[config.mk]
export PLATFORM = sky130hd
export DESIGN_NAME = sim_ioctl_loader
export DESIGN_NICKNAME = d
export VERILOG_FILES = /design/src/rtl/sim_ioctl_loader.sv
export SDC_FILE = /design/constraint.sdc
export NUM_CORES = 1
export LEC_CHECK = 0
export CORE_ASPECT_RATIO = 1.75
export CORE_UTILIZATION = 50
export CTS_CLUSTER_DIAMETER = 50
export CTS_CLUSTER_SIZE = 8
export DETAILED_ROUTE_END_ITERATION = 7
export GPL_TIMING_DRIVEN = 0
export PLACE_DENSITY = 0.81
export SLEW_MARGIN = 5
export SYNTH_ARGS = -nofsm -noshare
export SYNTH_HDL_FRONTEND = slang
export SYNTH_SLANG_ARGS = --single-unit
[constraint.sdc]
create_clock -name clk_sys -period 5.5 [get_ports clk_sys]
set_input_delay 0.825 -clock clk_sys [delete_from_list [all_inputs] [get_ports clk_sys]]
set_output_delay 0.825 -clock clk_sys [all_outputs]
set_load 0.02 [all_outputs]
[src/rtl/sim_ioctl_loader.sv]
// Simulation-side ioctl download sequencer: buffers harness bytes in a FIFO
// and replays them onto the emu ioctl bus with HPS-like pacing.
module sim_ioctl_loader #(
   parameter int FIFO_DEPTH   = 16,
   parameter int SETUP_CYCLES = 4,
   parameter int WR_GAP       = 2,
   parameter int TAIL_CYCLES  = 4
) (
   input  logic        clk_sys,
   input  logic        reset_n,
   input  logic        start,
   input  logic [7:0]  start_index,
   input  logic [24:0] start_len,
   input  logic        abort,
   input  logic        in_valid,
   input  logic [7:0]  in_data,
   output logic        in_ready,
   output logic        busy,
   output logic        done,
   output logic        ioctl_download,
   output logic        ioctl_wr,
   output logic [24:0] ioctl_addr,
   output logic [7:0]  ioctl_dout,
   output logic [7:0]  ioctl_index,
   input  logic        ioctl_wait
);

   localparam int AW = (FIFO_DEPTH > 1) ? $clog2(FIFO_DEPTH) : 1;
   localparam logic [AW:0]  FULL       = (AW+1)'(FIFO_DEPTH);
   localparam logic [15:0]  SETUP_LAST = 16'(SETUP_CYCLES - 1);
   localparam logic [15:0]  TAIL_LAST  = 16'(TAIL_CYCLES - 1);
   localparam logic [7:0]   GAP_INIT   = 8'(WR_GAP);

   typedef enum logic [2:0] {
      S_IDLE, S_SETUP, S_ISSUE, S_WRITE, S_TAIL
   } state_t;

   state_t state_q, state_d;

   logic [7:0]  mem_q [FIFO_DEPTH];
   logic [AW-1:0] wr_q, wr_d, rd_q, rd_d;
   logic [AW:0] count_q, count_d;
   logic        in_ready_q, in_ready_d;

   logic [15:0] cnt_q, cnt_d;
   logic [7:0]  gap_q, gap_d;
   logic [24:0] rem_q, rem_d;
   logic [24:0] addr_q, addr_d;
   logic [7:0]  idx_q, idx_d;
   logic [7:0]  dout_q, dout_d;
   logic        wr_q_o, wr_d_o;
   logic        dl_q, dl_d;
   logic        done_q, done_d;

   logic push, pop;

   // Abort drops any concurrent push as part of the flush.
   assign push = in_valid & in_ready_q & ~abort;
   assign pop  = (state_q == S_ISSUE) & (count_q != '0) & ~ioctl_wait
               & (gap_q == 8'd0) & ~abort;

   always_comb begin
      wr_d    = wr_q;
      rd_d    = rd_q;
      count_d = count_q;
      if (abort) begin
         wr_d    = '0;
         rd_d    = '0;
         count_d = '0;
      end else begin
         if (push) wr_d = wr_q + 1'b1;
         if (pop)  rd_d = rd_q + 1'b1;
         count_d = count_q + (AW+1)'(push) - (AW+1)'(pop);
      end
      in_ready_d = (count_d != FULL);
   end

   always_ff @(posedge clk_sys) begin
      if (push) mem_q[wr_q] <= in_data;
   end

   always_ff @(posedge clk_sys or negedge reset_n) begin
      if (!reset_n) begin
         state_q    <= S_IDLE;
         wr_q       <= '0;
         rd_q       <= '0;
         count_q    <= '0;
         in_ready_q <= 1'b1;
         cnt_q      <= '0;
         gap_q      <= '0;
         rem_q      <= '0;
         addr_q     <= '0;
         idx_q      <= '0;
         dout_q     <= '0;
         wr_q_o     <= 1'b0;
         dl_q       <= 1'b0;
         done_q     <= 1'b0;
      end else begin
         state_q    <= state_d;
         wr_q       <= wr_d;
         rd_q       <= rd_d;
         count_q    <= count_d;
         in_ready_q <= in_ready_d;
         cnt_q      <= cnt_d;
         gap_q      <= gap_d;
         rem_q      <= rem_d;
         addr_q     <= addr_d;
         idx_q      <= idx_d;
         dout_q     <= dout_d;
         wr_q_o     <= wr_d_o;
         dl_q       <= dl_d;
         done_q     <= done_d;
      end
   end

   always_comb begin
      state_d = state_q;
      unique case (state_q)
         S_IDLE:  if (start) state_d = S_SETUP;
         S_SETUP: if (cnt_q == SETUP_LAST)
                     state_d = (rem_q == '0) ? S_TAIL : S_ISSUE;
         S_ISSUE: if (pop) state_d = S_WRITE;
         S_WRITE: state_d = (rem_q == 25'd1) ? S_TAIL : S_ISSUE;
         S_TAIL:  if (cnt_q == TAIL_LAST) state_d = S_IDLE;
         default: state_d = S_IDLE;
      endcase
      if (abort) state_d = S_IDLE;
   end

   always_comb begin
      cnt_d  = cnt_q;
      gap_d  = gap_q;
      rem_d  = rem_q;
      addr_d = addr_q;
      idx_d  = idx_q;
      dout_d = dout_q;
      wr_d_o = 1'b0;
      dl_d   = dl_q;
      done_d = 1'b0;
      unique case (state_q)
         S_IDLE: if (start && !abort) begin
            idx_d  = start_index;
            rem_d  = start_len;
            addr_d = '0;
            cnt_d  = '0;
            gap_d  = '0;
            dl_d   = 1'b1;
         end
         S_SETUP: cnt_d = (cnt_q == SETUP_LAST) ? 16'd0 : cnt_q + 16'd1;
         S_ISSUE: begin
            if (gap_q != 8'd0) gap_d = gap_q - 8'd1;
            if (pop) begin
               wr_d_o = 1'b1;
               dout_d = mem_q[rd_q];
            end
         end
         S_WRITE: begin
            addr_d = addr_q + 25'd1;
            rem_d  = rem_q - 25'd1;
            gap_d  = GAP_INIT;
            cnt_d  = '0;
         end
         S_TAIL: begin
            if (cnt_q == TAIL_LAST) begin
               cnt_d  = '0;
               dl_d   = 1'b0;
               done_d = 1'b1;
            end else begin
               cnt_d = cnt_q + 16'd1;
            end
         end
         default: ;
      endcase
      if (abort) begin
         cnt_d  = '0;
         gap_d  = '0;
         wr_d_o = 1'b0;
         dl_d   = 1'b0;
         done_d = 1'b0;
      end
   end

   assign in_ready       = in_ready_q;
   assign busy           = (state_q != S_IDLE);
   assign done           = done_q;
   assign ioctl_download = dl_q;
   assign ioctl_wr       = wr_q_o;
   assign ioctl_addr     = addr_q;
   assign ioctl_dout     = dout_q;
   assign ioctl_index    = idx_q;

endmodule
==> results of run 1 <==
-- flip-flops by register name (all words and copies together) (netlist names), 3 cells and up --
signal       cells
count_q          5
ioctl_addr      25
rem_q           25
ioctl_dout       8
rd_q             4
cnt_q           16
mem_q          128
gap_q            8
wr_q             4
ioctl_index      8
state_q          3
-- per-layer routing --
layer,track usage [%],routed length [µm],up-vias
met3,3.12,1090,77
met2,47.2,14700,271
met1,24.3,8860,3705
li1,-,-,3490
met4,12.2,1170,0
met5,0,0,-
-- cell type report --
cell class / count / share of cell area, %
Sequential cell: 238 / 50.5
Multi-Input combinational cell: 536 / 29.8
Clock buffer: 55 / 7.28
Timing Repair Buffer: 92 / 7.19
Tap cell: 252 / 2.41
Buffer: 47 / 1.54
Inverter: 26 / 0.843
Clock inverter: 3 / 0.402
-- kinds of logic after synthesis --
family,Yosys count
and+or+nand+nor,293
muxes,50
buffers and inverters,73
AOI/OAI and AO/OA,165
adders and majority gates,18
xor gates and xnor gates,10
DFF,238
-- through the flow --
| stage | instance area, µm² | TNS (ns) | total power [W] | worst slack [ns] |
|---|---|---|---|---|
| floorplan | 10800 | 0 | 0.00318 | 1.83 |
| global placement | 12000 | -95.28 | 0.00363 | -0.890 |
| detailed placement | 12100 | 0 | 0.00368 | 1.30 |
| CTS | 13100 | 0 | 0.00565 | 1.43 |
| global route | 13100 | 0 | 0.00588 | 1.19 |
| finish | 13100 | 0 | 0.00562 | 1.45 |
-- report_power, final --
part / total, W / switching [W] / internal, W
clock network: 0.00196 / 0.000770 / 0.00119
registers: 0.00230 / 0.000190 / 0.00211
logic: 0.00137 / 0.000788 / 0.000581
total: 0.00562 / 0.00175 / 0.00388
-- placed cells by master, fill, tap and decap left out, drive strengths merged, types with 5 or more instances in the layout --
cell type      count
a31oi             13
nand4             10
ha                17
or3               11
nand2            109
buf               17
o211ai            23
o221ai             8
or4               10
o21ai             39
and3               9
inv               25
xor2               6
nand2b            13
nor2              40
edfxtp           128
nor4              12
a21oi             32
clkdlybuf4s50     90
and2               5
clkbuf            87
o311ai            16
nor3              15
o31ai              6
nor2b              5
and4               5
dfrtp            109
nand3             38
mux4              32
mux2i             18
-- critical path: stages (launching register included) --
cell	delay (ns)
dfrtp_1	0.42
inv_1	0.10
ha_1	0.16
or3b_2	0.52
nor4_4	0.48
nand2b_2	0.10
buf_6	0.17
clkinv_8	0.06
ha_1	0.22
inv_1	0.07
ha_1	0.15
inv_1	0.05
fa_1	0.40
xor2_1	0.17
nor2_1	0.07
or3_1	0.40
or4_1	0.40
-- path summary, 6_finish.rpt --
kind	startpoint	endpoint
setup / recovery	gap_q[0]	in_ready
hold reg to reg	ioctl_index[7]	ioctl_index[7]
setup reg to reg	gap_q[0]	in_ready
hold / removal	reset_n	done
min in group clk_sys	ioctl_index[7]	ioctl_index[7]
max in group asynchronous	reset_n	ioctl_index[0]
==> out/qor.yml, run 1 <==
global_routing:
  gr-total-overflow: 0
  grt_use_total_pct: 24.1
  grt_pass1_vias: 7930
  grt_pass1_wl_um: 41100
  grt_antenna_before_repair: 0
  grt_max_degree: 79
power_and_ir_drop:
  powerDensity_mw_per_mm2: 431
  power.leakage_nw: 4.79
  ir_drop_mv: 0.245
drt:
  drt-total-wl_um: 25800
  antenna_left: 0
  wl_per_cell_um: 20.7
  drt_first_pass_iters: 6
  first_iter_violations: 560
  drc_errors: 0
  viasPerCell: 6.04
  dr_total_vias: 7543
setup_path:
  setup.worst_path.end_class: "flop"
  reg2regPathDepth: 16
  start_kind: "flop"
  path_class: "flop to flop"
  required_ns: 5.91
  cp.arrival_ns: 4.46
  r2r_slack_ns: 1.45
  worstPathMaxFanout: 10
layout:
  multi_input_area_mm2: 0.00389
  ff_latch_area_mm2: 0.00660
  area_growth_pct: 21.1
  final_util_pct: 62.1
  fill_cells: 1582
  final_nets: 1041
  drive_gt1_share_pct: 11.2
  diodes: 0
  stdcell_count: 1249
synth:
  async_flop_share_pct: 46.2
  yosysWarnings: 0
  synthXorXnorAreaFrac_pct: 0.812
  synthFlopType: "edfxtp_1"
  syn_nets: 912
  syn_area_mm2: 0.0108
  synth_commonest_cells: "edfxtp_1, dfrtp_1, nand2_1, nor2_1, o21ai_0"
  synth_compound_area_share_pct: 10.8
  synth_seq_cells: 238
  yosysTopAreaCell: "edfxtp_1"
  netlist_instances: 847
  synth_fa_ha_area_share_pct: 2.16
  synth.most_common_cell: "edfxtp_1"
  synth_area_per_cell_um2: 12.7
  synth_simple_gate_area_share_pct: 13.8
  synth_edf_count: 128
  synthTopCellsByArea: "edfxtp_1, dfrtp_1, mux4_2, nand2_1, ha_1"
  seq_area_frac_synth_pct: 61.2
  synth_mux_area_share_pct: 8.35
  synth_top_family_by_area: "simple AND/OR/NAND/NOR gates"
  synth_cell_types: 67
  synth.top_cell.area_share_pct: 35.6
clocking:
  cts_setup_buffers: 0
  cts_tree: "done"
  clock_sinks: 238
  cts_hold_buf: 0
  htree_levels: 2
  insertion_delay_ns: 0.51
  cts_made_buffers: 35
  root_buffer: "clkbuf_16"
  cts-resized-gates: 0
  cts.clk_slew.worst_paths_ns: 0.05
  cts_buffer_depth: 3
floorplan:
  initial_core_util_pct: 51.3
  std_cell_rows: 70
  ios: 93
  die-area_mm2: 0.0222
  die_y_um: 196
  die_x_um: 113
  fp.coreArea_mm2: 0.0210
sta:
  setup_viol: 0
  maxSlewHeadroom_pct: 33.8
  slew_violations: 0
  period_share_pct: 73.6
  min_period_ns: 4.05
  fin_worst_skew_ns: 0.0281
  final-hold-violation-count: 0
  max_freq_mhz: 247
  timing.hold.ws_ns: 0.211
  tightestPinTransition_ns: 0.988
  grt_setup_unrepaired: "false"
placed_design:
  place_congestion: 0.889
  dp_hpwl_um: 18000
  dp_cells: 1191
  io_buffers: 91
run_status:
  status: "completed"
job:
  cap_violations: 0
min_path:
  hp-class: "input pin to asynchronous set/reset pin"
Note: power is estimated with default switching activity, not from simulation.
==> run 2: changes to the inputs <==
PLACE_DENSITY = 0.83   (was 0.81)
clock period = 3.5 ns   (was 5.5 ns; I/O delays follow)
==> out/qor.yml, run 2 (synthesis results as in run 1) <==
setup_path:
  regToRegStartpoint: "gap_q[0]"
  reg2regPathDepth: 15
  worstPathMaxFanout: 2
  required_ns: 3.92
  start_kind: "flop"
  setup.worst_path.end_class: "flop"
  r2r_end: "in_ready"
  r2r_slack_ns: 0.05
  cp.arrival_ns: 3.88
  path_class: "flop to flop"
layout:
  final_nets: 1063
  area_growth_pct: 23.5
  mostFrequentLayoutCell: "edfxtp_1"
  final_cell_mix: "edfxtp_1, dfrtp_1, nand2_1, clkdlybuf4s50_1, clkbuf_1"
  diodes: 0
  regMostFlops: "mem_q"
  fill_cells: 1535
  largest_reg_flops: 128
  final_util_pct: 63.3
  drive_gt1_share_pct: 14.0
global_routing:
  grt_pass1_vias: 7990
  gr-total-overflow: 0
  grt_antenna_before_repair: 0
  grt_pass1_wl_um: 41000
  grt_max_degree: 95
  grt_use_total_pct: 24.0
drt:
  route.met2.wl_um: 14500
  antenna_left: 0
  drc_errors: 0
  dr_total_vias: 7762
  viasPerCell: 6.09
  drt-total-wl_um: 26100
  maxUsedRoutingLayer: "met4"
  wl_met1_um: 9020
  drt_first_pass_iters: 5
  wl_per_cell_um: 20.5
  first_iter_violations: 736
  routed-wl-met3_um: 1360
job:
  cap_violations: 0
sta:
  maxSlewHeadroom_pct: 43.3
  tightestPinTransition_ns: 0.845
  max_freq_mhz: 289
  setup_viol: 0
  period_share_pct: 98.7
  final-hold-violation-count: 0
  slew_violations: 0
  fin_worst_skew_ns: 0.0151
  min_period_ns: 3.45
  grt_setup_unrepaired: "true"
  final.setup.tns_ns: 0
  fin_ws_ns: 0.0450
clocking:
  cts.clk_slew.worst_paths_ns: 0.05
  insertion_delay_ns: 0.51
  clock_sinks: 238
  htree_levels: 2
  cts_buffer_depth: 3
  root_buffer: "clkbuf_16"
  cts_tree: "done"
  cts_made_buffers: 35
floorplan:
  die_x_um: 113
  std_cell_rows: 70
  die_y_um: 196
  initial_core_util_pct: 51.3
  ios: 93
  fp.coreArea_mm2: 0.0210
  die-area_mm2: 0.0222
min_path:
  hp-class: "input pin to asynchronous set/reset pin"
run_status:
  status: "completed"
power_and_ir_drop:
  power.leakage_nw: 4.91
  powerDensity_mw_per_mm2: 678
  ir_drop_mv: 0.445
placed_design:
  dp_slack_ns: -0.327
  dp_hpwl_um: 17500
  io_buffers: 91
  place_congestion: 0.876
==> run 2: changes by cell type in the layout (fill, tap and decap cells not counted), moves of 2 or more <==
cell	delta
buf_4	+20
clkbuf_1	+2
ha_1	-3
ha_4	+3
inv_1	-4
inv_2	+3
==> run 2: worst max path at each step <==
| stage | from | end | slack (ns) | depth (start not counted) |
|---|---|---|---|---|
| after CTS | gap_q[1] | in_ready | -0.06 | 15 |
| after detailed placement | state_q[2] | in_ready | -0.33 | 16 |
| final | gap_q[0] | in_ready | 0.05 | 15 |
| after global routing | gap_q[0] | in_ready | -0.03 | 15 |
| after global placement | reset_n | ioctl_addr[19] | -2.66 | 1 |
| after floorplan | gap_q[0] | in_ready | 0.005 | 16 |
==> run 2: layout make-up <==
class | instances | area [µm²] | area share, %
inverters | 26 | 113 | 0.846
flip-flops and latches | 238 | 6600 | 49.6
clock buffers | 58 | 972 | 7.30
well taps | 252 | 315 | 2.37
multi-input cells | 536 | 3950 | 29.7
plain buffers | 46 | 190 | 1.43
clock inverters | 3 | 52.6 | 0.395
repair buffers | 115 | 1120 | 8.43
==> run 2: worst max-delay path, cell delays in order, from the launching register on <==
cell      delay [ns]
dfrtp_1         0.39
inv_2           0.09
ha_4            0.13
or3b_4          0.40
nor4_4          0.37
nand2b_4        0.13
clkinv_8        0.07
ha_4            0.20
inv_4           0.06
ha_4            0.13
inv_2           0.04
fa_2            0.35
xor2_1          0.14
nor2_1          0.08
or3_1           0.37
or4_1           0.41
==> run 2: through the flow <==
step,hold WS [ns],std cells,total power (W),instance area (µm²)
floorplan,0.229,847,0.00501,10800
global placement,0.466,1190,0.00570,12000
detailed placement,0.389,1191,0.00579,12000
CTS,0.413,1271,0.00901,13300
global route,0.451,1274,0.00942,13300
finish,0.439,1274,0.00902,13300
==> run 2: layer usage <==
metal / global-route usage [%] / vias to the layer above
met2: 46.1 / 303
met3: 3.74 / 91
met4: 11.9 / 0
li1: - / 3538
met1: 24.7 / 3830
met5: 0 / -
==> run 2: what timing repair did <==
action	4_1_cts	5_1_grt
buffers inserted	18	5
cloned	0	0
hold buffers	1	0
pin swaps	9	8
setup endpoints to repair	1	2
hold endpoints to repair	16	0
gates resized for setup	14	2
==> run 2: power breakdown <==
group	internal [W]	leakage [nW]	switching (W)
Clock	0.00190	0.488	0.00121
Combinational	0.00101	1.81	0.00130
Sequential	0.00331	2.62	0.000295
